--- src/rtl/wptr_full_pkg.sv ---
// Shared async-FIFO helpers: pointer width convention and Gray conversions.
// Used by both the write-side (full) and read-side (empty) pointer blocks.
package wptr_full_pkg;

  // Pointers carry one extra wrap bit beyond the address.
  function automatic int ptr_w(input int asize);
    return asize + 1;
  endfunction

  function automatic logic [31:0] bin2gray(input logic [31:0] b);
    return b ^ (b >> 1);
  endfunction

  function automatic logic [31:0] gray2bin(input logic [31:0] g);
    logic [31:0] b;
    b[31] = g[31];
    for (int i = 30; i >= 0; i--)
      b[i] = b[i+1] ^ g[i];
    return b;
  endfunction

endpackage

--- src/rtl/wptr_full_if.sv ---
// Write-side pointer bundle between the FIFO writer and the write pointer block.
// master: writer / FIFO top drives requests; slave: wptr_full drives status.
interface wptr_full_if #(
  parameter int ASIZE = 4
);
  import wptr_full_pkg::*;

  localparam int PTR_W = ptr_w(ASIZE);

  logic             wr_inc;
  logic [PTR_W-1:0] r2w_ptr;
  logic             wr_ovf_clr;
  logic             wr_accept;
  logic [ASIZE-1:0] wr_addr;
  logic [PTR_W-1:0] wr_ptr;
  logic             wr_full;
  logic             wr_almost_full;
  logic [PTR_W-1:0] wr_level;
  logic             wr_ovf;

  modport master (
    output wr_inc, r2w_ptr, wr_ovf_clr,
    input  wr_accept, wr_addr, wr_ptr, wr_full,
    input  wr_almost_full, wr_level, wr_ovf
  );

  modport slave (
    input  wr_inc, r2w_ptr, wr_ovf_clr,
    output wr_accept, wr_addr, wr_ptr, wr_full,
    output wr_almost_full, wr_level, wr_ovf
  );

endinterface

--- src/rtl/wptr_full_gray2bin.sv ---
// Combinational Gray-to-binary converter (XOR prefix from the MSB down).
// Ports: gray in (W bits), bin out (W bits).
module wptr_full_gray2bin #(
  parameter int W = 5
) (
  input  logic [W-1:0] gray,
  output logic [W-1:0] bin
);

  for (genvar i = 0; i < W; i++) begin : g_bit
    assign bin[i] = ^gray[W-1:i];
  end

endmodule

--- src/rtl/wptr_full.sv ---
// Write-domain pointer/flag block: binary+Gray write pointer, full, almost-full,
// fill level, sticky overflow. Ports: wr_clk, wr_rst, bus (wptr_full_if.slave).
module wptr_full
  import wptr_full_pkg::*;
#(
  parameter int DSIZE     = 8,
  parameter int ASIZE     = 4,
  parameter int AFULL_LVL = 12
) (
  input  logic        wr_clk,
  input  logic        wr_rst,
  wptr_full_if.slave  bus
);

  localparam int PTR_W = ptr_w(ASIZE);

  // DSIZE only sizes the RAM beside this block; nothing to build here.
  if (DSIZE < 1) begin : g_no_data
  end

  logic [PTR_W-1:0] wbin;
  logic [PTR_W-1:0] wbnext;
  logic [PTR_W-1:0] wgnext;
  logic [PTR_W-1:0] rbin_s;
  logic [PTR_W-1:0] rfull_g;
  logic [PTR_W-1:0] level_next;
  logic [PTR_W-1:0] ptr_q;
  logic [PTR_W-1:0] level_q;
  logic             full_q;
  logic             afull_q;
  logic             ovf_q;
  logic             accept;

  wptr_full_gray2bin #(.W(PTR_W)) u_g2b (
    .gray (bus.r2w_ptr),
    .bin  (rbin_s)
  );

  // Reset also masks the RAM write enable.
  assign accept = bus.wr_inc & ~full_q & ~wr_rst;

  assign wbnext = wbin + PTR_W'(accept);
  assign wgnext = (wbnext >> 1) ^ wbnext;

  // Full when the writer is exactly one lap ahead: Gray form flips top two bits.
  assign rfull_g = {~bus.r2w_ptr[ASIZE:ASIZE-1],
                    bus.r2w_ptr[ASIZE-2:0]};

  assign level_next = wbnext - rbin_s;

  always_ff @(posedge wr_clk or posedge wr_rst) begin
    if (wr_rst) begin
      wbin    <= '0;
      ptr_q   <= '0;
      full_q  <= 1'b0;
      afull_q <= 1'b0;
      level_q <= '0;
      ovf_q   <= 1'b0;
    end else begin
      wbin    <= wbnext;
      ptr_q   <= wgnext;
      full_q  <= (wgnext == rfull_g);
      afull_q <= (level_next >= PTR_W'(AFULL_LVL));
      level_q <= level_next;
      if (bus.wr_inc & full_q)
        ovf_q <= 1'b1;
      else if (bus.wr_ovf_clr)
        ovf_q <= 1'b0;
    end
  end

  assign bus.wr_accept      = accept;
  assign bus.wr_addr        = wbin[ASIZE-1:0];
  assign bus.wr_ptr         = ptr_q;
  assign bus.wr_full        = full_q;
  assign bus.wr_almost_full = afull_q;
  assign bus.wr_level       = level_q;
  assign bus.wr_ovf         = ovf_q;

endmodule

--- src/flat_wrapper.sv ---
// flat-port wrapper written by rule: the top's interface ports become plain ports
module wptr_full_flat import wptr_full_pkg::*;
#(
  parameter int DSIZE     = 8,
  parameter int ASIZE     = 4,
  parameter int AFULL_LVL = 12
)
  (wr_clk, wr_rst, bus_wr_inc, bus_r2w_ptr, bus_wr_ovf_clr, bus_wr_accept, bus_wr_addr, bus_wr_ptr, bus_wr_full, bus_wr_almost_full, bus_wr_level, bus_wr_ovf);
  wptr_full_if #(.ASIZE(ASIZE)) bus_i ();
  input  logic wr_clk;
  input  logic wr_rst;
  input wire logic [$bits(bus_i.wr_inc)-1:0] bus_wr_inc;
  input wire logic [$bits(bus_i.r2w_ptr)-1:0] bus_r2w_ptr;
  input wire logic [$bits(bus_i.wr_ovf_clr)-1:0] bus_wr_ovf_clr;
  output wire logic [$bits(bus_i.wr_accept)-1:0] bus_wr_accept;
  output wire logic [$bits(bus_i.wr_addr)-1:0] bus_wr_addr;
  output wire logic [$bits(bus_i.wr_ptr)-1:0] bus_wr_ptr;
  output wire logic [$bits(bus_i.wr_full)-1:0] bus_wr_full;
  output wire logic [$bits(bus_i.wr_almost_full)-1:0] bus_wr_almost_full;
  output wire logic [$bits(bus_i.wr_level)-1:0] bus_wr_level;
  output wire logic [$bits(bus_i.wr_ovf)-1:0] bus_wr_ovf;
  assign bus_i.wr_inc = bus_wr_inc;
  assign bus_i.r2w_ptr = bus_r2w_ptr;
  assign bus_i.wr_ovf_clr = bus_wr_ovf_clr;
  assign bus_wr_accept = bus_i.wr_accept;
  assign bus_wr_addr = bus_i.wr_addr;
  assign bus_wr_ptr = bus_i.wr_ptr;
  assign bus_wr_full = bus_i.wr_full;
  assign bus_wr_almost_full = bus_i.wr_almost_full;
  assign bus_wr_level = bus_i.wr_level;
  assign bus_wr_ovf = bus_i.wr_ovf;
  wptr_full #(.DSIZE(DSIZE), .ASIZE(ASIZE), .AFULL_LVL(AFULL_LVL)) u_core (.wr_clk(wr_clk), .wr_rst(wr_rst), .bus(bus_i));
endmodule
--- config.mk ---
export PLATFORM = sky130hd
export DESIGN_NAME = wptr_full_flat
export DESIGN_NICKNAME = d
export VERILOG_FILES = /design/src/rtl/wptr_full_pkg.sv /design/src/rtl/wptr_full_if.sv /design/src/rtl/wptr_full_gray2bin.sv /design/src/rtl/wptr_full.sv /design/src/flat_wrapper.sv
export SDC_FILE = /design/constraint.sdc
export NUM_CORES = 1
export LEC_CHECK = 0
export CAP_MARGIN = 10
export CORE_ASPECT_RATIO = 0.8
export CORE_MARGIN = 4
export CORE_UTILIZATION = 48
export DETAILED_ROUTE_END_ITERATION = 7
export PLACE_DENSITY = 0.9
export SETUP_SLACK_MARGIN = 0.5
export SLEW_MARGIN = 20
export SYNTH_ARGS = -nofsm -noshare
export SYNTH_HDL_FRONTEND = slang
export SYNTH_SLANG_ARGS = --single-unit
--- constraint.sdc ---
create_clock -name wr_clk -period 7 [get_ports wr_clk]
set_clock_uncertainty 0.1 [all_clocks]
set_input_delay 1.05 -clock wr_clk [delete_from_list [all_inputs] [get_ports wr_clk]]
set_output_delay 1.05 -clock wr_clk [all_outputs]
set_load 0.03 [all_outputs]
==> run summary <==
Hold WS: 0.446 ns
Via density: 4.93
Core Box Area: 0.00166 sq mm
Yosys warning total: 0
CP Max Fanout: 6
Leak: 0.527 nW
start point of the critical path: bus_r2w_ptr[2]
Buffers on Ports: 26
total CTS buffers: 3
status: completed
Worst Setup End Kind: flip-flop
FF-to-FF End: u_core.bus.wr_almost_full
H-tree depth: 1
setup TNS: 0 ns
Yosys reg bits: 17
Routed wire per std cell: 13.7 microns
drt first pass iters: 3
nets: 116
CTS clock-pin slew for the worst setup and hold paths: 0.10 ns
Ports: 27
Setup crit end: u_core.bus.wr_almost_full
Crit Path Class: in -> reg
crit path DAT: 4.11 ns
largest net degree at the start of global routing: 18
die area: 0.00253 sq mm
CTS Sinks: 17
Critical Path Start Type: input port
CTS tree: yes
post-CTS setup buffers: 0
smallest setup slack after layout: 2.98 ns
period utilization: 57.4%
fmax: 0.249 GHz
worst-case clock buffer depth: 2
fin. max-slew vios: 0
Yosys cell types: 22
Die Wd: 55.3 microns
n_diodes: 0
via count: 601
Final Hold Viols: 0
Final setup viols: 0
clk_lat worst skew: 0.29 ns
Routed Antenna Nets: 0
hold-fix buffers at CTS: 0
worst slack, placed: 2.66 ns
first-pass GRT wire length: 2870 microns
Synth Area per Inst: 12.3 sq um
initial DRC count: 15
grt total ovfl: 0
share of cells above drive strength 1: 9.00%
Post-route DRC: 0
mapped cell area: 858 sq um
Initial Util: 51.7%
cell area power density: 551 mW/mm^2
register-to-register setup slack: 4.12 ns
Max IR drop VDD: 0.315 mV
root buf cell: clkbuf_4
Placer Congestion: 0.830
initial antenna violation count: 0
class of the worst hold path: reg -> reg
Syn Inst Count: 70
DP Wirelength: 1290 microns
syn_nets: 85
headroom to the max-slew limit: 57.5%
post-synthesis sequential area ratio: 49.6%
vias in the first global route: 660
FP Rows: 13
area delta synth->final: 36.7%
Worst R2R Path Depth: 8
minimum clock period: 4.02 ns
post-CTS resize count: 0
Worst EP required: 7.09 ns
RSZ-0062 raised after global routing: no
die span in y: 45.8 microns
max capacitance violation total: 0
actual slew at the worst max-slew pin: 0.636 ns
Total GRT Usage: 15.2%
FF-to-FF Start: u_core.bus.wr_full
Routed WL: 1670 microns
[per-stage QoR]
step | utilization, % | cell area [sq um] | power [mW] | std cells
final | 70.7 | 1170 | 0.647 | 122
after global routing | 70.7 | 1170 | 0.696 | 122
after CTS | 70.7 | 1170 | 0.654 | 122
after detailed placement | 69.1 | 1150 | 0.596 | 118
after global placement | 69.1 | 1150 | 0.580 | 118
after floorplan | - | 858 | 0.452 | 70
[cells in the final DEF, fill, tap and decap left out]
| cell | instances |
|---|---|
| clkdlybuf4s50_1 | 26 |
| dfrtp_1 | 17 |
| xor2_1 | 13 |
| inv_1 | 7 |
| xnor2_1 | 5 |
| ha_1 | 5 |
| nand3_1 | 3 |
| o21ai_0 | 3 |
| clkbuf_4 | 3 |
| nor2_1 | 2 |
| nand2_1 | 2 |
| xnor3_2 | 1 |
| xor2_2 | 1 |
| a21oi_1 | 1 |
| maj3_2 | 1 |
| a21oi_2 | 1 |
| or2b_2 | 1 |
| and3b_1 | 1 |
| a311o_1 | 1 |
| or3_1 | 1 |
| a221o_1 | 1 |
| nor3_1 | 1 |
| nor3b_1 | 1 |
| fa_1 | 1 |
| clkinv_2 | 1 |
[layout make-up]
type                       instances  area (sq um)
clock inverter                     1          5.00
multi-input combinational         46           407
tap                               22          27.5
clock buffer                       3          22.5
fill                             132           485
timing repair buffer              26           260
sequential                        17           425
inverter                           7          26.3
[state kept, by name, summed over array words and instances (netlist names)]
| signal | count |
|---|---|
| u_core.bus.wr_level | 5 |
| u_core.wbin | 4 |
| u_core.bus.wr_ptr | 5 |
| u_core.bus.wr_ovf | 1 |
| u_core.bus.wr_almost_full | 1 |
| u_core.bus.wr_full | 1 |
[layer usage]
metal / GRT usage, % / wire length (microns) / part of all wire (%) / up-vias
li1: - / - / - / 288
met3: 6.23 / 129 / 7.7 / 4
met1: 14.9 / 696 / 42 / 286
met4: 10.2 / 31 / 1.9 / 0
met5: 0 / 0 / 0 / -
met2: 27.1 / 817 / 49 / 23
[synthesized netlist by cell type]
master	instances	share of area (%)
a311o_1	1	1.2
xnor2_1	5	5.1
xnor3_2	1	2.8
nand2_1	2	0.87
ha_1	5	7.3
and3b_1	1	1.0
nor3b_1	1	0.87
or2b_2	1	1.0
inv_1	7	3.1
dfrtp_1	17	50
a21oi_2	1	1.0
xor2_2	1	1.9
or3_1	1	0.73
a21oi_1	1	0.58
xor2_1	13	13
nand3_1	3	1.7
maj3_2	1	1.3
nor3_1	1	0.58
a221o_1	1	1.2
fa_1	1	2.3
o21ai_0	3	1.7
nor2_1	2	0.87
[cells by family (layout without fill, tap and decap cells)]
logic type / after synthesis / in the layout / share of synthesized area (%)
buffers and inverters: 7 / 37 / 3.06
DFF: 17 / 17 / 49.6
AOI/OAI and AO/OA: 7 / 7 / 5.68
adders and majority gates: 7 / 7 / 10.9
and+or+nand+nor: 12 / 12 / 7.73
xor gates and xnor gates: 20 / 20 / 23.0
[worst min-delay path by stage]
stage / from / to / cells past startpoint
after floorplan: u_core.bus.wr_ovf / u_core.bus.wr_ovf / 2
after global placement: u_core.bus.wr_full / u_core.bus.wr_ovf / 2
after detailed placement: u_core.bus.wr_full / u_core.bus.wr_ovf / 2
after CTS: u_core.bus.wr_full / u_core.bus.wr_ovf / 2
after global routing: u_core.bus.wr_full / u_core.bus.wr_ovf / 2
final: u_core.bus.wr_full / u_core.bus.wr_ovf / 2
[where the power goes]
part	internal [mW]	total, mW	switching (mW)
logic	0.178	0.422	0.244
clock network	0.0213	0.0531	0.0318
registers	0.149	0.172	0.0227
[critical path: stages]
cell	delay, ns
clkdlybuf4s50_1	0.49
xnor3_2	0.49
xor2_1	0.35
xnor2_1	0.17
ha_1	0.16
inv_1	0.06
fa_1	0.47
maj3_2	0.35
a21oi_2	0.15
xnor2_1	0.09
a311o_1	0.28
No activity file was read; power rests on OpenSTA's default activity.
